--- config.mk ---
export PLATFORM = sky130hd
export DESIGN_NAME = predictor_update_ctrl
export DESIGN_NICKNAME = d
export VERILOG_FILES = /design/src/rtl/predictor_update_ctrl_pkg.sv /design/src/rtl/pred_req_fifo.sv /design/src/rtl/predictor_update_ctrl.sv
export SDC_FILE = /design/constraint.sdc
export NUM_CORES = 1
export LEC_CHECK = 0
export BUFFER_PORTS_ARGS = -buffer_cell sky130_fd_sc_hd__buf_2
export CORE_MARGIN = 3
export CORE_UTILIZATION = 40
export CTS_CLUSTER_DIAMETER = 60
export DETAILED_ROUTE_END_ITERATION = 10
export GPL_ROUTABILITY_DRIVEN = 0
export PLACE_DENSITY = 0.63
export SYNTH_ARGS = -nofsm -noshare
export SYNTH_HDL_FRONTEND = slang
export SYNTH_SLANG_ARGS = --single-unit
--- constraint.sdc ---
create_clock -name clk -period 3.4 [get_ports clk]
set_input_delay 0.68 -clock clk [delete_from_list [all_inputs] [get_ports clk]]
set_output_delay 0.68 -clock clk [all_outputs]
set_load 0.01 [all_outputs]
--- src/rtl/predictor_update_ctrl_pkg.sv ---
// Shared constants for the branch predictor update controller:
// default word size, 2-bit BHT counter encodings, FSM state encoding
// and the saturating counter step used by the BHT read-modify-write.
package predictor_update_ctrl_pkg;

  localparam int WORD_SIZE = 16;

  localparam logic [1:0] STRONG_NT = 2'b00;
  localparam logic [1:0] WEAK_NT   = 2'b01;
  localparam logic [1:0] WEAK_T    = 2'b10;
  localparam logic [1:0] STRONG_T  = 2'b11;

  typedef enum logic {
    ST_INIT = 1'b0,
    ST_RUN  = 1'b1
  } state_t;

  // Saturating 2-bit counter step toward the resolved outcome.
  function automatic logic [1:0] bht_next(input logic [1:0] cur, input logic taken);
    if (taken) begin
      return (cur == STRONG_T) ? STRONG_T : cur + 2'b01;
    end
    return (cur == STRONG_NT) ? STRONG_NT : cur - 2'b01;
  endfunction

endpackage

--- src/rtl/pred_req_fifo.sv ---
// Small synchronous request FIFO with a synchronous flush.
// DEPTH must be a power of two (>= 2); pointers carry one extra wrap bit
// so full/empty are told apart without a separate count.
// A push is only taken when the queue is not full at the start of the
// cycle, so push-and-pop on a full queue drops the push (caller gates
// push with its ready anyway).
module pred_req_fifo #(
  parameter int WIDTH = 8,
  parameter int DEPTH = 2
) (
  input  logic             clk,
  input  logic             rst,
  input  logic             flush,
  input  logic             push,
  input  logic [WIDTH-1:0] push_data,
  input  logic             pop,
  output logic [WIDTH-1:0] head,
  output logic             empty,
  output logic             full
);

  localparam int AW = $clog2(DEPTH);

  logic [AW:0]      wr_ptr;
  logic [AW:0]      rd_ptr;
  logic [WIDTH-1:0] mem [DEPTH];

  assign empty = (wr_ptr == rd_ptr);
  assign full  = (wr_ptr[AW] != rd_ptr[AW]) && (wr_ptr[AW-1:0] == rd_ptr[AW-1:0]);
  assign head  = mem[rd_ptr[AW-1:0]];

  // Pointer update; flush empties the queue in one cycle.
  always_ff @(posedge clk or posedge rst) begin
    if (rst) begin
      wr_ptr <= '0;
      rd_ptr <= '0;
    end else if (flush) begin
      wr_ptr <= '0;
      rd_ptr <= '0;
    end else begin
      if (push && !full) wr_ptr <= wr_ptr + (AW+1)'(1);
      if (pop && !empty) rd_ptr <= rd_ptr + (AW+1)'(1);
    end
  end

  // Entry storage, written only on an accepted push.
  always_ff @(posedge clk) begin
    if (push && !full && !flush) mem[wr_ptr[AW-1:0]] <= push_data;
  end

endmodule

--- src/rtl/predictor_update_ctrl.sv ---
// Single-write-port sequencer for the branch predictor tables.
// After reset/flush it clears every index (tag=0, target=0, BHT=weakly
// taken), then arbitrates queued BHT outcome updates (older, so first)
// against queued tag/target installs, doing the BHT counter RMW itself.
// Handshake: a request is accepted on the cycle where valid && ready are
// both high; ready never depends on valid, and accepted requests reach
// the tables no earlier than the following cycle.
// Optional build macro PREDICTOR_UPDATE_STATS_EN adds saturating
// install / BHT-update / stall counters.
module predictor_update_ctrl #(
  parameter int WORD_SIZE    = predictor_update_ctrl_pkg::WORD_SIZE,
  parameter int BTB_IDX_SIZE = 8,
  parameter int FIFO_DEPTH   = 2
) (
  input  logic                          clk,
  input  logic                          reset,
  input  logic                          flush,
  input  logic                          tag_req_valid,
  output logic                          tag_req_ready,
  input  logic [WORD_SIZE-1:0]          tag_req_pc,
  input  logic [WORD_SIZE-1:0]          tag_req_target,
  input  logic                          bht_req_valid,
  output logic                          bht_req_ready,
  input  logic [WORD_SIZE-1:0]          bht_req_pc,
  input  logic                          bht_req_taken,
  output logic [BTB_IDX_SIZE-1:0]       bht_rd_idx,
  input  logic [1:0]                    bht_rd_data,
  output logic                          tbl_we_tag,
  output logic                          tbl_we_bht,
  output logic [BTB_IDX_SIZE-1:0]       tbl_idx,
  output logic [WORD_SIZE-BTB_IDX_SIZE-1:0] tbl_tag,
  output logic [WORD_SIZE-1:0]          tbl_target,
  output logic [1:0]                    tbl_bht,
`ifdef PREDICTOR_UPDATE_STATS_EN
  output logic [15:0]                   stat_installs,
  output logic [15:0]                   stat_bht_updates,
  output logic [15:0]                   stat_stall_cycles,
`endif
  output logic                          init_busy,
  output logic                          dbg_state
);

  import predictor_update_ctrl_pkg::*;

  localparam int IDX   = BTB_IDX_SIZE;
  localparam int TAG_W = 2 * WORD_SIZE;
  localparam int BHT_W = IDX + 1;

  state_t           state;
  logic [IDX-1:0]   sweep_cnt;

  logic             tag_empty, tag_full, bht_empty, bht_full;
  logic [TAG_W-1:0] tag_head;
  logic [BHT_W-1:0] bht_head;
  logic             tag_push, bht_push, tag_pop, bht_pop;
  logic             do_bht, do_tag;

  logic [WORD_SIZE-1:0] head_pc;
  logic [IDX-1:0]       head_bht_idx;
  logic                 head_taken;

  assign head_pc      = tag_head[TAG_W-1:WORD_SIZE];
  assign head_bht_idx = bht_head[BHT_W-1:1];
  assign head_taken   = bht_head[0];

  assign tag_req_ready = (state == ST_RUN) && !flush && !tag_full;
  assign bht_req_ready = (state == ST_RUN) && !flush && !bht_full;
  assign tag_push      = tag_req_valid && tag_req_ready;
  assign bht_push      = bht_req_valid && bht_req_ready;

  assign do_bht  = (state == ST_RUN) && !flush && !reset && !bht_empty;
  assign do_tag  = (state == ST_RUN) && !flush && !reset && bht_empty && !tag_empty;
  assign bht_pop = do_bht;
  assign tag_pop = do_tag;

  assign init_busy  = (state == ST_INIT);
  assign dbg_state  = state;
  assign bht_rd_idx = head_bht_idx;

  pred_req_fifo #(.WIDTH(TAG_W), .DEPTH(FIFO_DEPTH)) u_tag_q (
    .clk(clk), .rst(reset), .flush(flush),
    .push(tag_push), .push_data({tag_req_pc, tag_req_target}),
    .pop(tag_pop), .head(tag_head), .empty(tag_empty), .full(tag_full)
  );

  pred_req_fifo #(.WIDTH(BHT_W), .DEPTH(FIFO_DEPTH)) u_bht_q (
    .clk(clk), .rst(reset), .flush(flush),
    .push(bht_push), .push_data({bht_req_pc[IDX-1:0], bht_req_taken}),
    .pop(bht_pop), .head(bht_head), .empty(bht_empty), .full(bht_full)
  );

  // Sweep/run state; flush or reset restarts the clear sweep at index 0.
  always_ff @(posedge clk or posedge reset) begin
    if (reset) begin
      state     <= ST_INIT;
      sweep_cnt <= '0;
    end else if (flush) begin
      state     <= ST_INIT;
      sweep_cnt <= '0;
    end else begin
      case (state)
        ST_INIT: begin
          sweep_cnt <= sweep_cnt + IDX'(1);
          if (sweep_cnt == '1) state <= ST_RUN;
        end
        default: state <= ST_RUN;
      endcase
    end
  end

  // Table write port: sweep clear, BHT RMW, or tag install.
  always_comb begin
    tbl_we_tag = 1'b0;
    tbl_we_bht = 1'b0;
    tbl_idx    = sweep_cnt;
    tbl_tag    = '0;
    tbl_target = '0;
    tbl_bht    = WEAK_T;
    if (state == ST_INIT) begin
      tbl_we_tag = !flush && !reset;
      tbl_we_bht = !flush && !reset;
    end else if (do_bht) begin
      tbl_we_bht = 1'b1;
      tbl_idx    = head_bht_idx;
      tbl_bht    = bht_next(bht_rd_data, head_taken);
    end else if (do_tag) begin
      tbl_we_tag = 1'b1;
      tbl_we_bht = 1'b1;
      tbl_idx    = head_pc[IDX-1:0];
      tbl_tag    = head_pc[WORD_SIZE-1:IDX];
      tbl_target = tag_head[WORD_SIZE-1:0];
    end
  end

`ifdef PREDICTOR_UPDATE_STATS_EN
  // Saturating activity counters, cleared by reset and flush.
  always_ff @(posedge clk or posedge reset) begin
    if (reset) begin
      stat_installs     <= '0;
      stat_bht_updates  <= '0;
      stat_stall_cycles <= '0;
    end else if (flush) begin
      stat_installs     <= '0;
      stat_bht_updates  <= '0;
      stat_stall_cycles <= '0;
    end else begin
      if (do_tag && stat_installs != 16'hFFFF) stat_installs <= stat_installs + 16'd1;
      if (do_bht && stat_bht_updates != 16'hFFFF) stat_bht_updates <= stat_bht_updates + 16'd1;
      if (((tag_req_valid && !tag_req_ready) || (bht_req_valid && !bht_req_ready)) &&
          stat_stall_cycles != 16'hFFFF)
        stat_stall_cycles <= stat_stall_cycles + 16'd1;
    end
  end
`endif

endmodule

==> out/summary.txt <==
OUTCOME
----------------------------------------------------------------------------------
Run status                                                               completed

FINAL LAYOUT
----------------------------------------------------------------------------------
Total number of nets in the final design                                       445
Most common cell after layout, fill and taps aside                           buf_2
Area of all placed cells without fillers                                 5030 um^2
Signed area change from the synthesized netlist to the final layout          18.7%
Utilization of the core after routing                                        0.501
Inserted Diodes                                                                  0
Final cell count without fillers                                               526
Commonest cells after routing, fill and taps aside                    buf_2 (95), edfxtp_1 (82), nor2_1 (48)
Layout cells sized above 1                                                   0.336

STA
----------------------------------------------------------------------------------
Final setup violation count                                                      0
Clock Skews                                                              0.0104 ns
Final count of hold timing violations                                            0
Final slew viol count                                                            0
Slew Limit Headroom                                                          0.355
Worst-margin pin slew                                                     0.966 ns
Post-route setup TNS                                                          0 ns
Tcrit/Tclk final                                                             0.936
Post-layout minimum cycle time                                             3.18 ns
Unrepaired setup endpoints after global routing                                 no
Highest attainable clock frequency                                         314 MHz

PLACE
----------------------------------------------------------------------------------
Instance area at placement                                               4850 um^2
Port Buf Inserts                                                                95
Cell count after placement                                                     510
HPWL Detailed                                                              5.74 mm

CRITICAL PATH
----------------------------------------------------------------------------------
Endpoint kind of the worst setup timing path                           output port
Cells along the critical path                                         xnor2_2 -> nand2_1 -> o21ai_2 -> a221o_1 -> buf_2
Largest delay share family, worst path                                  flip-flops
Critical Path Start Type                                                  register
Data required time at the worst endpoint                                   2.72 ns
Number of buffer and inverter stages on the critical path                        1
Largest incremental delay on the critical path                             0.62 ns
Critical path class                                                     reg -> out
CP Max Fanout                                                                   13
Slowest stage cell on the critical path                                    dfrtp_1
Crit path DAT                                                              2.50 ns

CLOCKING
----------------------------------------------------------------------------------
Clk pin slew, worst setup/hold paths                                       0.09 ns
Max Buffers Root-to-Sink                                                         2
Number of clock sinks                                                           99
Clock tree from TritonCTS                                                     done
Post-CTS setup-driven buffer insertion count                                     0
Post-cts hold buffer count                                                       0
CTS Root Cell                                                             clkbuf_8
Post-cts repair resize count                                                     0
CTS buffer count                                                                 9
H-Tree Depth                                                                     3
Worst-Skew Late Latency                                                    0.35 ns

SYNTH
----------------------------------------------------------------------------------
Post-synth net total                                                           348
Post-synthesis sequential element count                                         99
Part of the Yosys area used for sequential elements                          0.682
Fraction of synthesis flops using an asynchronous set or reset pin           0.172
Commonest register cell after synthesis                                   edfxtp_1
Largest cells by area after synthesis                                 edfxtp_1 (58%), dfrtp_1 (10%), mux2i_1 (8.3%)
Number of enable-type register cells in the synthesized netlist                 82
Cell variety after synth                                                        36
Mapped Area                                                              4240 um^2
Yosys warning count                                                              0
Synthesized area divided by synthesized cell count                       14.6 um^2
Cell count after synthesis                                                     291
Dominant cell type by area after synthesis                                edfxtp_1
Proportion of netlist area held by the largest area contributor              0.581

ROUTE
----------------------------------------------------------------------------------
DR DRC count                                                                     0
Initial DRT Pass Iterations                                                      4
Detailed-route vias per instance                                              4.93
Wire length per cell after detailed routing                                15.7 um
Number of antenna-violating nets in the routed design                            0
Sum of routed wire length over all layers                                  8.25 mm
Iter 0 DRT Violations                                                          141
Total via count in the routed design                                         2,595

GRT
----------------------------------------------------------------------------------
Number of antenna violations at the first check in global routing                0
Via count of the first global-routing pass                                   2,624
Total track usage                                                            0.142
Overall overflow remaining after global route                                    0
Largest net degree at the start of global routing                               34
First-pass GRT wire length                                                 12.7 mm

FLOORPLAN
----------------------------------------------------------------------------------
Initial core utilization                                                     0.422
Height of the chip                                                          109 um
Die ar.                                                                11,900 um^2
Die outline width                                                           109 um
Number of primary I/O pins                                                     104
CORE AREA                                                              10,000 um^2
Standard-cell row count                                                         36

POWER
----------------------------------------------------------------------------------
Design Power                                                             0.00206 W
Total power density per cell area                                      410 nW/um^2
Peak VDD IR                                                               0.200 mV
LEAKAGE                                                                    1.92 nW

FLOW RUN
----------------------------------------------------------------------------------
Number of max-cap violations                                                     0

HOLD PATH
----------------------------------------------------------------------------------
Min-Delay Path Class                                                   in -> async

[cells in the mapped netlist (7+ instances only)]
cell and number:
a21oi_1 7, buf_2 8, dfrtp_1 17, a221o_1 8, mux2i_1 35, nor2_1 49
xnor2_1 9, nand2_1 7, edfxtp_1 82, xor2_1 7, mux2_2 8, and3_1 8
[cells by family (layout without fill, tap and decap cells)]
kind of cell    count (synthesis)  in the layout  share of synthesized area
compound gates                 23             23                     0.0476
xor+xnor                       19             19                     0.0446
fa+ha+maj                       3              3                    0.00768
buf+inv                        20            122                     0.0236
flops                          99             99                      0.682
mux                            43             43                      0.104
simple gates                   84             84                     0.0907
[worst register-to-register path, stage by stage, from the launching register on]
cell and delay, ns:
dfrtp_1 0.62, xnor2_2 0.48, o2111ai_4 0.50, or3_1 0.49, a21oi_1 0.15
[area by class of cell]
type | count | area (um^2)
well taps | 133 | 166
inverters | 6 | 22.5
repair buffers | 100 | 513
clock buffers | 11 | 131
flip-flops and latches | 99 | 2890
multi-input cells | 172 | 1260
clock inverters | 5 | 43.8
fillers | 883 | 5020
[per-layer routing]
| metal | global-route usage | up-vias | wire length (um) | part of all wire |
|---|---|---|---|---|
| met5 | 0 | - | 0 | 0 |
| met4 | 0.0469 | 0 | 85 | 0.010 |
| met3 | 0.0302 | 7 | 301 | 0.036 |
| met2 | 0.248 | 51 | 4420 | 0.54 |
| met1 | 0.173 | 1283 | 3450 | 0.42 |
| li1 | - | 1254 | - | - |
[stage by stage]
step | worst slack [ns] | hold slack [ns]
final | 0.216 | 0.448
after global routing | 0.0265 | 0.482
after CTS | 0.186 | 0.456
after detailed placement | 0.509 | 0.568
after global placement | 0.561 | 0.554
after floorplan | 0.329 | 0.527
[registers in the layout, summed over array words and instances, names as in the netlist]
| name | cells |
|---|---|
| dbg_state | 1 |
| u_bht_q.rd_ptr | 2 |
| u_tag_q.wr_ptr | 2 |
| u_bht_q.wr_ptr | 2 |
| u_tag_q.mem | 64 |
| u_bht_q.mem | 18 |
| sweep_cnt | 8 |
| u_tag_q.rd_ptr | 2 |
[worst paths after layout]
path,startpoint,end,slack [ns],cells past startpoint
setup reg to reg,u_bht_q.rd_ptr[0],u_tag_q.rd_ptr[1],1.09,4
max in group asynchronous,reset,u_tag_q.rd_ptr[0],2.51,2
setup / recovery,u_bht_q.rd_ptr[0],tbl_idx[1],0.22,5
min in group clk,tag_req_target[0],u_tag_q.mem[0][0],0.51,1
hold / removal,reset,u_tag_q.rd_ptr[1],0.45,2
hold reg to reg,sweep_cnt[7],sweep_cnt[7],0.59,2
[report_power, final]
| group | internal, W | switching, W |
|---|---|---|
| sequential | 0.00131 | 0.00000529 |
| combinational | 0.0000302 | 0.0000316 |
| clock | 0.000277 | 0.000402 |
| total | 0.00162 | 0.000439 |
Note: power is estimated with default switching activity, not from simulation.
